<file path="src/rtl/route_read_ctrl.sv">
// route_read_ctrl: reads bursts of words out of a route FIFO and streams them
// downstream through a 2-entry skid buffer.
//   clk, rst      rising-edge clock, synchronous active-high reset
//   start         one-cycle pulse launching a job (burst_len x burst_num words)
//   burst_len     words per burst, sampled on start
//   burst_num     bursts per job, sampled on start
//   M_count       registered burst length for the FIFO ready comparator
//   M_Ready       FIFO holds at least M_count words (one-cycle lag)
//   rd_en         FIFO read strobe; data returns on fifo_dout next cycle
//   fifo_dout     FIFO read data
//   m_valid/m_data/m_ready  downstream stream
//   busy          job in progress
//   done          one-cycle pulse, one cycle after the final word is accepted
module route_read_ctrl #(
    parameter int unsigned WIDTH     = 128,
    parameter int unsigned ADDR_BITS = 10
) (
    input  logic                 clk,
    input  logic                 rst,
    input  logic                 start,
    input  logic [ADDR_BITS:0]   burst_len,
    input  logic [15:0]          burst_num,
    output logic [ADDR_BITS:0]   M_count,
    input  logic                 M_Ready,
    output logic                 rd_en,
    input  logic [WIDTH-1:0]     fifo_dout,
    output logic                 m_valid,
    output logic [WIDTH-1:0]     m_data,
    input  logic                 m_ready,
    output logic                 busy,
    output logic                 done
);

    localparam int unsigned CNT_W = ADDR_BITS + 1;
    localparam int unsigned NUM_W = 16;

    typedef enum logic [2:0] {
        IDLE,
        WAIT,
        BURST,
        GAP,
        FLUSH
    } state_t;

    state_t             state_q, state_d;
    logic [CNT_W-1:0]   len_q, len_d;
    logic [CNT_W-1:0]   word_q, word_d;
    logic [CNT_W-1:0]   mcount_d;
    logic [NUM_W-1:0]   num_q, num_d;
    logic [NUM_W-1:0]   burst_q, burst_d;
    logic [NUM_W-1:0]   burst_inc;
    logic               gap_q, gap_d;
    logic               done_d;

    // Output buffer: 2 entries, FIFO ordered
    logic [WIDTH-1:0]   buf_q [2];
    logic               wr_ptr_q, rd_ptr_q;
    logic [1:0]         occ_q, occ_d;
    logic               inflight_q;
    logic               push, pop;
    logic [2:0]         pending;
    logic               space_ok;

    // A read issued last cycle lands in the buffer this cycle
    assign push      = inflight_q;
    assign pop       = m_valid & m_ready;
    assign occ_d     = 2'(occ_q + 2'(push) - 2'(pop));
    // Words buffered or in flight after this cycle's pop must leave room for one more
    assign pending   = 3'(occ_q) + 3'(inflight_q) - 3'(pop);
    assign space_ok  = (pending < 3'd2);
    assign burst_inc = burst_q + NUM_W'(1);

    assign m_valid = (occ_q != 2'd0);
    assign m_data  = buf_q[rd_ptr_q];
    assign busy    = (state_q != IDLE);

    // Next-state and control decode
    always_comb begin
        state_d  = state_q;
        len_d    = len_q;
        num_d    = num_q;
        word_d   = word_q;
        burst_d  = burst_q;
        gap_d    = gap_q;
        mcount_d = M_count;
        done_d   = 1'b0;
        rd_en    = 1'b0;
        case (state_q)
            IDLE: begin
                if (start) begin
                    if ((burst_len != '0) && (burst_num != '0)) begin
                        len_d    = burst_len;
                        num_d    = burst_num;
                        mcount_d = burst_len;
                        word_d   = '0;
                        burst_d  = '0;
                        state_d  = WAIT;
                    end else begin
                        done_d = 1'b1;
                    end
                end
            end
            WAIT: begin
                if (M_Ready) begin
                    state_d = BURST;
                end
            end
            BURST: begin
                if (space_ok) begin
                    rd_en = 1'b1;
                    if (word_q == len_q - CNT_W'(1)) begin
                        word_d  = '0;
                        burst_d = burst_inc;
                        gap_d   = 1'b0;
                        state_d = (burst_inc < num_q) ? GAP : FLUSH;
                    end else begin
                        word_d = word_q + CNT_W'(1);
                    end
                end
            end
            // Two cycles so the FIFO's lagging M_Ready reflects the new level
            GAP: begin
                if (gap_q) begin
                    state_d = WAIT;
                end else begin
                    gap_d = 1'b1;
                end
            end
            // Finish once the final word leaves with nothing behind it
            FLUSH: begin
                if (occ_d == 2'd0) begin
                    done_d  = 1'b1;
                    state_d = IDLE;
                end
            end
            default: state_d = IDLE;
        endcase
    end

    // State, counters and buffer bookkeeping
    always_ff @(posedge clk) begin
        if (rst) begin
            state_q    <= IDLE;
            len_q      <= '0;
            num_q      <= '0;
            word_q     <= '0;
            burst_q    <= '0;
            gap_q      <= 1'b0;
            M_count    <= '0;
            done       <= 1'b0;
            inflight_q <= 1'b0;
            occ_q      <= '0;
            wr_ptr_q   <= 1'b0;
            rd_ptr_q   <= 1'b0;
        end else begin
            state_q    <= state_d;
            len_q      <= len_d;
            num_q      <= num_d;
            word_q     <= word_d;
            burst_q    <= burst_d;
            gap_q      <= gap_d;
            M_count    <= mcount_d;
            done       <= done_d;
            inflight_q <= rd_en;
            occ_q      <= occ_d;
            if (push) begin
                wr_ptr_q <= ~wr_ptr_q;
            end
            if (pop) begin
                rd_ptr_q <= ~rd_ptr_q;
            end
        end
    end

    // Buffer storage; validity is tracked by occ_q so no reset is needed
    always_ff @(posedge clk) begin
        if (push) begin
            buf_q[wr_ptr_q] <= fifo_dout;
        end
    end

endmodule

</file>
<file path="config.mk">
export PLATFORM = sky130hd
export DESIGN_NAME = route_read_ctrl
export DESIGN_NICKNAME = d
export VERILOG_FILES = /design/src/rtl/route_read_ctrl.sv
export SDC_FILE = /design/constraint.sdc
export NUM_CORES = 1
export LEC_CHECK = 0
export CAP_MARGIN = 20
export CORE_ASPECT_RATIO = 0.6
export CORE_UTILIZATION = 40
export CTS_CLUSTER_DIAMETER = 80
export DETAILED_ROUTE_END_ITERATION = 8
export PLACE_DENSITY = 0.66
export SLEW_MARGIN = 30
export SYNTH_ARGS = -nofsm -noshare
export SYNTH_HDL_FRONTEND = slang
export SYNTH_SLANG_ARGS = --single-unit
</file>
<file path="constraint.sdc">
create_clock -name clk -period 8.15 [get_ports clk]
set_clock_uncertainty 0.15 [all_clocks]
set_input_delay 0.815 -clock clk [delete_from_list [all_inputs] [get_ports clk]]
set_output_delay 0.815 -clock clk [all_outputs]
set_load 0.01 [all_outputs]
</file>
**After elaboration in Yosys (flattened, before gate mapping)**

Memory sizes are Yosys's and may differ from the RTL's. A register that Yosys moved wholly into a read port is not among the register bits.
Cells that the tools add are included.

- Register bits: 64
- RAM bits: 256
- Bits of input ports: 160
- Output and inout port bits: 143
- Memories: 1

- Add/subtract/negate cells: 7
- Order comparisons: 2
- Eq/ne operators: 12
- Multiplexer cells: 32
- Bitwise operators: 3
- Reduce and logical (&&, ||, !) cells: 14

Memory list:

| name | words | bits a word | read ports | clocked after Yosys merged registers in | write ports | line | text |
|---|---|---|---|---|---|---|---|
| buf_q | 2 | 128 | 1 | 1 | 1 | 56 | `logic [WIDTH-1:0] buf_q [2];` |

Operator list:

| cell | number |
|---|---|
| $mux 16 | 4 |
| $mux 11 | 4 |
| $pmux 16 s2 | 1 |
| $mux 3 | 8 |
| $pmux 11 s2 | 1 |
| $add 16x1->16 const B | 1 |
| $lt 16x16->1 | 1 |
| $reduce_bool 16->1 | 1 |
| $pmux 3 s5 | 1 |
| $ne 2x2->1 const B | 7 |
| $add 11x1->11 const B | 1 |
| $eq 11x11->1 | 1 |
| $mux 1 | 11 |
| $reduce_bool 11->1 | 1 |
| $sub 11x1->11 const B | 1 |
| $reduce_and 7->1 | 1 |
| $eq 3x2->1 const B | 2 |
| $reduce_and 3->1 | 2 |
| $reduce_bool 2->1 | 3 |
| $reduce_and 5->1 | 1 |
| $pmux 1 s2 | 2 |
| $reduce_and 4->1 | 1 |
| $add 2x1->3 | 1 |
| $eq 3x1->1 const B | 1 |
| other kinds (11) | 12 |

**Longest topological paths before layout**

Gate-level depths: netlist (run 1).

- Depth in word-level cells: 6
- Mapped depth: 14
- Mapped depth without buffers: 14

**Worst setup path before layout (run 1)**

OpenSTA, ideal clock, no wires.

- Path type: register to register
- Start point: reg inflight_q
- End point: mem buf_q[0][0], enable pin
- Setup time: 0.618 ns
- Data arrival time: 5.748 ns
- Data required time: 7.382 ns
- Path slack: 1.634 ns
- Cell stages (with the launch flop): 3
- Path buffers: 0
- Clock period less this slack: 6.516 ns
- Cell sequence: dfxtp_1 -> inv_1 -> nor2_1

- Word-level cells in the longest chain between the ends: 2

RTL lines:

| what | line | text |
|---|---|---|
| start, declared | 59 | `logic inflight_q;` |
| start signal, assigned | 164 | `inflight_q <= rd_en;` |
| $mux 1 | 177 | `if (push) begin` |
| $mux 1 (not written as such) | 178 | `buf_q[wr_ptr_q] <= fifo_dout;` |
| end, declared | 56 |  |

Every way passes these cells.

**Final worst setup path (run 1)**

- Start point: reg occ_q[1]
- End point: out rd_en

- Word-level cells in the longest chain between the ends: 6
- Elaborated cells on any way between the ends: 7
- Those cells by class: add/sub: 2; order compare: 1; mux: 2; bitwise: 1; reduce/logical: 1

RTL lines:

| what | line | text |
|---|---|---|
| start, declared | 58 | `logic [1:0] occ_q, occ_d;` |
| start signal, assigned | 152 | `occ_q <= '0;` |
| start signal, assigned | 165 | `occ_q <= occ_d;` |
| $reduce_bool 2->1 | 73 | `assign m_valid = (occ_q != 2'd0);` |
| $and 1x1->1 | 66 | `assign pop = m_valid & m_ready;` |
| named net pop | 60 | `logic push, pop;` |
| $sub 3x1->3 | 69 | `assign pending = 3'(occ_q) + 3'(inflight_q) - 3'(pop);` |
| $lt 3x2->1 | 70 | `assign space_ok = (pending < 3'd2);` |
| $mux 1 | 109 | `if (space_ok) begin` |
| $mux 1 | 88 | `case (state_q)` |
| end, declared | 25 | `output logic rd_en,` |

The timed path passes the listed nets, and every way through them passes these cells.

==> flow_summary.toml, run 1 <==
[outcome]
status = "finished clean"

[critical_path]
cp-end-kind = "output port"
rr_startpoint = "occ_q[1]"
critPathKind = "reg2out"
cp_max_fo = 7
reg2reg_to = "burst_q[14]"
critPathLaunchType = "flop"
arrival_ns = 3.60
ff2ff_setup_slack_ns = 4.03
reg2reg_depth = 13
cp.required_ns = 7.18

[synthesis]
synth-xor-area-share_pct = 2.59
yosysMostFrequentCell = "edfxtp_1"
ys_top_cells_by_count = "edfxtp_1, mux2_2, nand2_1"
yosys_most_used_dff = "edfxtp_1"
yosysSeqAreaShare_pct = 68.9
syn_area_um2 = 13000
synth.avg_cell_area_um2 = 14.9
ys_ff_latch = 321
syn_inst = 876
ys_warn_count = 0
synthMuxAreaShare_pct = 11.2
synth-compound-area-share_pct = 5.12
synth_area_leaders = "edfxtp_1, mux2_2, dfxtp_1"
yosys.area_share.simple_pct = 7.93
ys_async_sr_fraction_pct = 0
synth_nets = 1057
ys_types = 62
synth_top_family_by_area = "multiplexers"
synth_top_area_share_pct = 59.0
synth_edf_count = 256
synthAdderAreaFrac_pct = 2.07
yosys.area.top_type = "edfxtp_1"

[hold_path]
worstHoldPathCells = 2
hold_start = "num_q[1]"
hold_path.class = "reg2reg"
holdPathEnd = "num_q[1]"

[cts]
hold_buffers = 0
clock_sinks = 321
cts_max_path_buffers = 3
clkTransAtPathRegs_ns = 0.06
clock_latency_ns = 0.56
cts_resized = 0
htreeDepth = 1
cts_root_buf = "clkbuf_16"
post-cts-setup-buffer-count = 0
cts_tree = "done"
cts_buffers = 30

[global_route]
grt_overflow = 0
grt_pass1_vias = 8174
grt_max_degree = 70
grt_usage_pct = 17.9
antenna_found_initial = 0
grt_pass1_wl_um = 46200

[sta]
timing.hold.ws_ns = 0.305
timing.final.crit_share_pct = 56.0
period_minus_slack_ns = 4.57
fmax_ghz = 0.219
rsz0062_at_grt = "false"
finalSetupTns_ns = 0
hold_viol = 0
drv_slew = 0
setup_viol = 0
slew_headroom_pct = 34.1
worstMarginPinSlew_ns = 0.989

[placement]
hpwl_um = 21200
place_area_um2 = 16500
place.gp.congestion = 0.799
io_buffers = 302

[cells_and_area]
multiInputGateArea_um2 = 3780
nets = 1360
fin_area_um2 = 17400
drive_above_1_share_pct = 16.8
register_area_um2 = 8990
nFillCells = 2538
area_growth_pct = 33.8

[floorplan]
initial_core_util_pct = 41.3
die_w_um = 235
rows = 50
io_pins = 303
die_y_um = 142
die_area_um2 = 33300
core_um2 = 31600

[route]
drc_errors = 0
drtIter0Drc = 441
final_antenna_net_count = 0
num_vias = 8231
drt-vias-per-instance = 5.08
post_drt_wl_per_cell_um = 18.8
drt_wl_total_um = 30500
dr.pass1.iters = 5

[power]
p_per_area_nw_per_um2 = 253
leakagePower_nw = 6.00
ir_drop_v = 0.000160

[job]
cap_violations = 0
logic make-up after synthesis:
logic type | after synthesis
buffers and inverters | 71
and+or+nand+nor | 197
AOI/OAI and AO/OA | 99
adders and majority gates | 21
xor gates and xnor gates | 37
DFF | 321
muxes | 130
per-layer routing:
layer | vias up | track usage, % | wire (um)
li1 | 3931 | - | -
met1 | 4002 | 24.7 | 13900
met2 | 256 | 27.9 | 13800
met3 | 42 | 5.23 | 2290
met4 | 0 | 3.81 | 507
met5 | - | 0 | 0
layout make-up:
| type | count | share of cell area (%) |
|---|---|---|
| Antenna cell | 1 | 0.0143 |
| Tap cell | 416 | 2.98 |
| Multi-Input combinational cell | 484 | 21.7 |
| Inverter | 32 | 0.689 |
| Timing Repair Buffer | 310 | 17.6 |
| Clock inverter | 17 | 0.703 |
| Clock buffer | 39 | 4.73 |
| Sequential cell | 321 | 51.5 |
critical path, cell delays in order, from the launching register on:
cell             delay (ns)
dfxtp_1                0.34
or2_2                  0.32
and2_1                 0.19
ha_1                   0.27
inv_1                  0.05
ha_1                   0.12
inv_1                  0.04
fa_1                   0.37
xnor2_1                0.16
a21o_1                 0.31
nand2_1                0.19
inv_1                  0.13
clkdlybuf4s50_1        0.55
report_power, final:
group | switching [mW] | internal [mW] | total [mW]
Combinational | 0.517 | 0.570 | 1.09
Clock | 0.604 | 0.747 | 1.35
Sequential | 0.0910 | 1.88 | 1.98
through the flow:
step / power, mW / utilization (%) / cells / worst slack, ns
after global routing: 4.61 / 55.2 / 1619 / 3.38
after floorplan: 2.58 / - / 876 / 1.63
after CTS: 4.47 / 55.2 / 1619 / 3.55
after global placement: 3.09 / 52.2 / 1563 / 3.60
after detailed placement: 3.10 / 52.2 / 1563 / 3.54
final: 4.41 / 55.2 / 1620 / 3.58
cells in the final DEF, fill, tap and decap left out, types with 8 or more instances in the layout:
cell,count
xor2_1,15
nand3_1,27
o21ai_0,8
inv_1,32
ha_1,20
dfxtp_1,64
clkbuf_16,31
and3_1,13
nor3_1,14
edfxtp_1,256
nand4_1,13
xnor2_1,21
nand2_1,67
a21oi_1,40
buf_4,8
a21o_1,8
mux2_2,128
clkdlybuf4s50_1,301
nor4_1,8
nor2_1,16
clkinv_2,8
registers in the layout, summed over array words and instances, names as in the netlist, 2 cells and up, named ones only:
name,flops
buf_q,256
burst_q,16
len_q,11
num_q,16
occ_q,2
state_q,3
word_q,11
worst max-delay path by stage:
stage	start	to	cells after the start
floorplan	inflight_q	buf_q[0][0]	2
global placement	m_ready	burst_q[1]	13
detailed placement	m_ready	burst_q[14]	13
CTS	occ_q[1]	rd_en	12
global route	occ_q[1]	rd_en	12
finish	occ_q[1]	rd_en	12
Note: power is estimated with default switching activity, not from simulation.
==> run 2: changes to the inputs <==
--- a/config.mk
+++ b/config.mk
@@ -10,7 +10,7 @@
 export CORE_UTILIZATION = 40
 export CTS_CLUSTER_DIAMETER = 80
 export DETAILED_ROUTE_END_ITERATION = 8
-export PLACE_DENSITY = 0.66
+export PLACE_DENSITY = 0.69
 export SLEW_MARGIN = 30
 export SYNTH_ARGS = -nofsm -noshare
 export SYNTH_HDL_FRONTEND = slang
==> constraint.sdc (replaced) <==
create_clock -name clk -period 4.12 [get_ports clk]
set_clock_uncertainty 0.15 [all_clocks]
set_input_delay 0.412 -clock clk [delete_from_list [all_inputs] [get_ports clk]]
set_output_delay 0.412 -clock clk [all_outputs]
set_load 0.01 [all_outputs]
==> run 2 against run 1 <==
  * Count of clock-buffer cells in the layout is the same
  * First-iteration DRC count increased by 20%
  * Hold slack worse by 0.10 ns
  * Wire length increased by 2.5%
  * Final cell count up 0.37%
  * Register-to-register slack worse by 3.5 ns
  * Critical path depth shrank 3
  * Via count rose by 0.83%
  * Sequential cell count did not move
  * Critical path type is now reg2reg
==> flow_summary.toml, run 2 (same netlist as run 1, synthesis figures left out) <==
[outcome]
status = "finished clean"

[cells_and_area]
reg_top3 = "buf_q x256, burst_q x16, num_q x16"
fin_area_um2 = 17600
final_cell_mix = "clkdlybuf4s50_1, edfxtp_1, mux2_2"
final_common_cell = "clkdlybuf4s50_1"
nFillCells = 2524
final_cells = 1626
nets = 1366
drive_above_1_share_pct = 16.9
area_growth_pct = 35.0
largest_reg_flops = 256
top_register = "buf_q"

[floorplan]
rows = 50
die_y_um = 142
core_um2 = 31600
io_pins = 303
die_w_um = 235
initial_core_util_pct = 41.3
die_area_um2 = 33300

[global_route]
grt_usage_pct = 18.2
grt_pass1_vias = 8181
grt_max_degree = 72
grt_overflow = 0
grt_pass1_wl_um = 47200
antenna_found_initial = 0

[sta]
timing.hold.ws_ns = 0.204
fmax_ghz = 0.275
period_minus_slack_ns = 3.63
slew_headroom_pct = 49.4
hold_viol = 0
worstMarginPinSlew_ns = 0.758
finalSetupTns_ns = 0
drv_slew = 0
setup_viol = 0
timing.final.crit_share_pct = 88.1
rsz0062_at_grt = "false"

[route]
final_antenna_net_count = 0
num_vias = 8299
dr.pass1.iters = 5
drt-vias-per-instance = 5.10
post_drt_wl_per_cell_um = 19.2
drtIter0Drc = 529
drc_errors = 0
drt_wl_total_um = 31200

[critical_path]
cp_max_fo = 9
rr_startpoint = "len_q[0]"
critPathLaunchType = "flop"
cp.required_ns = 4.42
ff2ff_setup_slack_ns = 0.49
cp-startpoint = "len_q[0]"
arrival_ns = 3.93
cp-end-kind = "flop"
critPathKind = "reg2reg"

[hold_path]
hold_start = "rst"
hold_path.class = "in2reg"

[job]
cap_violations = 0

[cts]
hold_buffers = 0
cts_root_buf = "clkbuf_16"
clock_sinks = 321
cts_max_path_buffers = 3
cts_buffers = 31
cts_tree = "done"
htreeDepth = 1
clock_latency_ns = 0.56
clkTransAtPathRegs_ns = 0.07

[placement]
dp_cells = 1567
place.gp.congestion = 0.831
place_area_um2 = 16600
io_buffers = 302
hpwl_um = 21900

[power]
power.total_mw = 8.91
ir_drop_v = 0.000281
p_per_area_nw_per_um2 = 506
leakagePower_nw = 6.11
run 2: path summary, 6_finish.rpt:
path / end / cells past startpoint
max: burst_q[5] / 9
min: gap_q / 2
max reg2reg: burst_q[5] / 9
min reg2reg: num_q[13] / 2
run 2: per-layer routing:
layer  vias to the layer above  routed length, um  GRT usage [%]
met5                         -                  0              0
met4                         0                761           4.88
met3                        53               2220           5.19
met2                       251              13800           27.0
met1                      4046              14400           25.9
li1                       3949                  -              -
run 2: through the flow:
stage               setup WS [ns]  utilization [%]
detailed placement          0.167             52.5
global route                0.332             55.7
finish                      0.489             55.7
floorplan                   0.123                -
global placement            0.268             52.5
CTS                        0.0854             55.7
run 2: final cells by class:
class / instances / area [um^2] / share of cell area (%)
Tap cell: 416 / 520 / 2.96
Clock buffer: 39 / 900 / 5.11
Clock inverter: 18 / 113 / 0.640
Antenna cell: 1 / 2.50 / 0.0142
Sequential cell: 321 / 8990 / 51.1
Multi-Input combinational cell: 484 / 3790 / 21.5
Inverter: 32 / 120 / 0.682
Timing Repair Buffer: 315 / 3170 / 18.0
run 2: where the power goes:
| group | total [mW] | switching [mW] | leakage [nW] | internal (mW) |
|---|---|---|---|---|
| Clock | 2.79 | 1.18 | 0.514 | 1.60 |
| Sequential | 3.89 | 0.164 | 2.84 | 3.73 |
| Combinational | 2.24 | 1.08 | 2.76 | 1.16 |
run 2: what timing repair did:
action | in CTS | in global routing
pin swaps | 1 | 0
endpoints found under the setup margin | 1 | 1
setup buffers | 1 | 0
resized for setup | 1 | 1
run 2: worst max-delay path: stages, from the launching register on:
cell and delay [ns]:
dfxtp_1 0.55, inv_1 0.09, ha_1 0.28, and2b_1 0.26, or3_1 0.36, a31oi_1 0.30
nand4_1 0.31, nor3_1 0.51, a21oi_1 0.33, o41ai_1 0.38
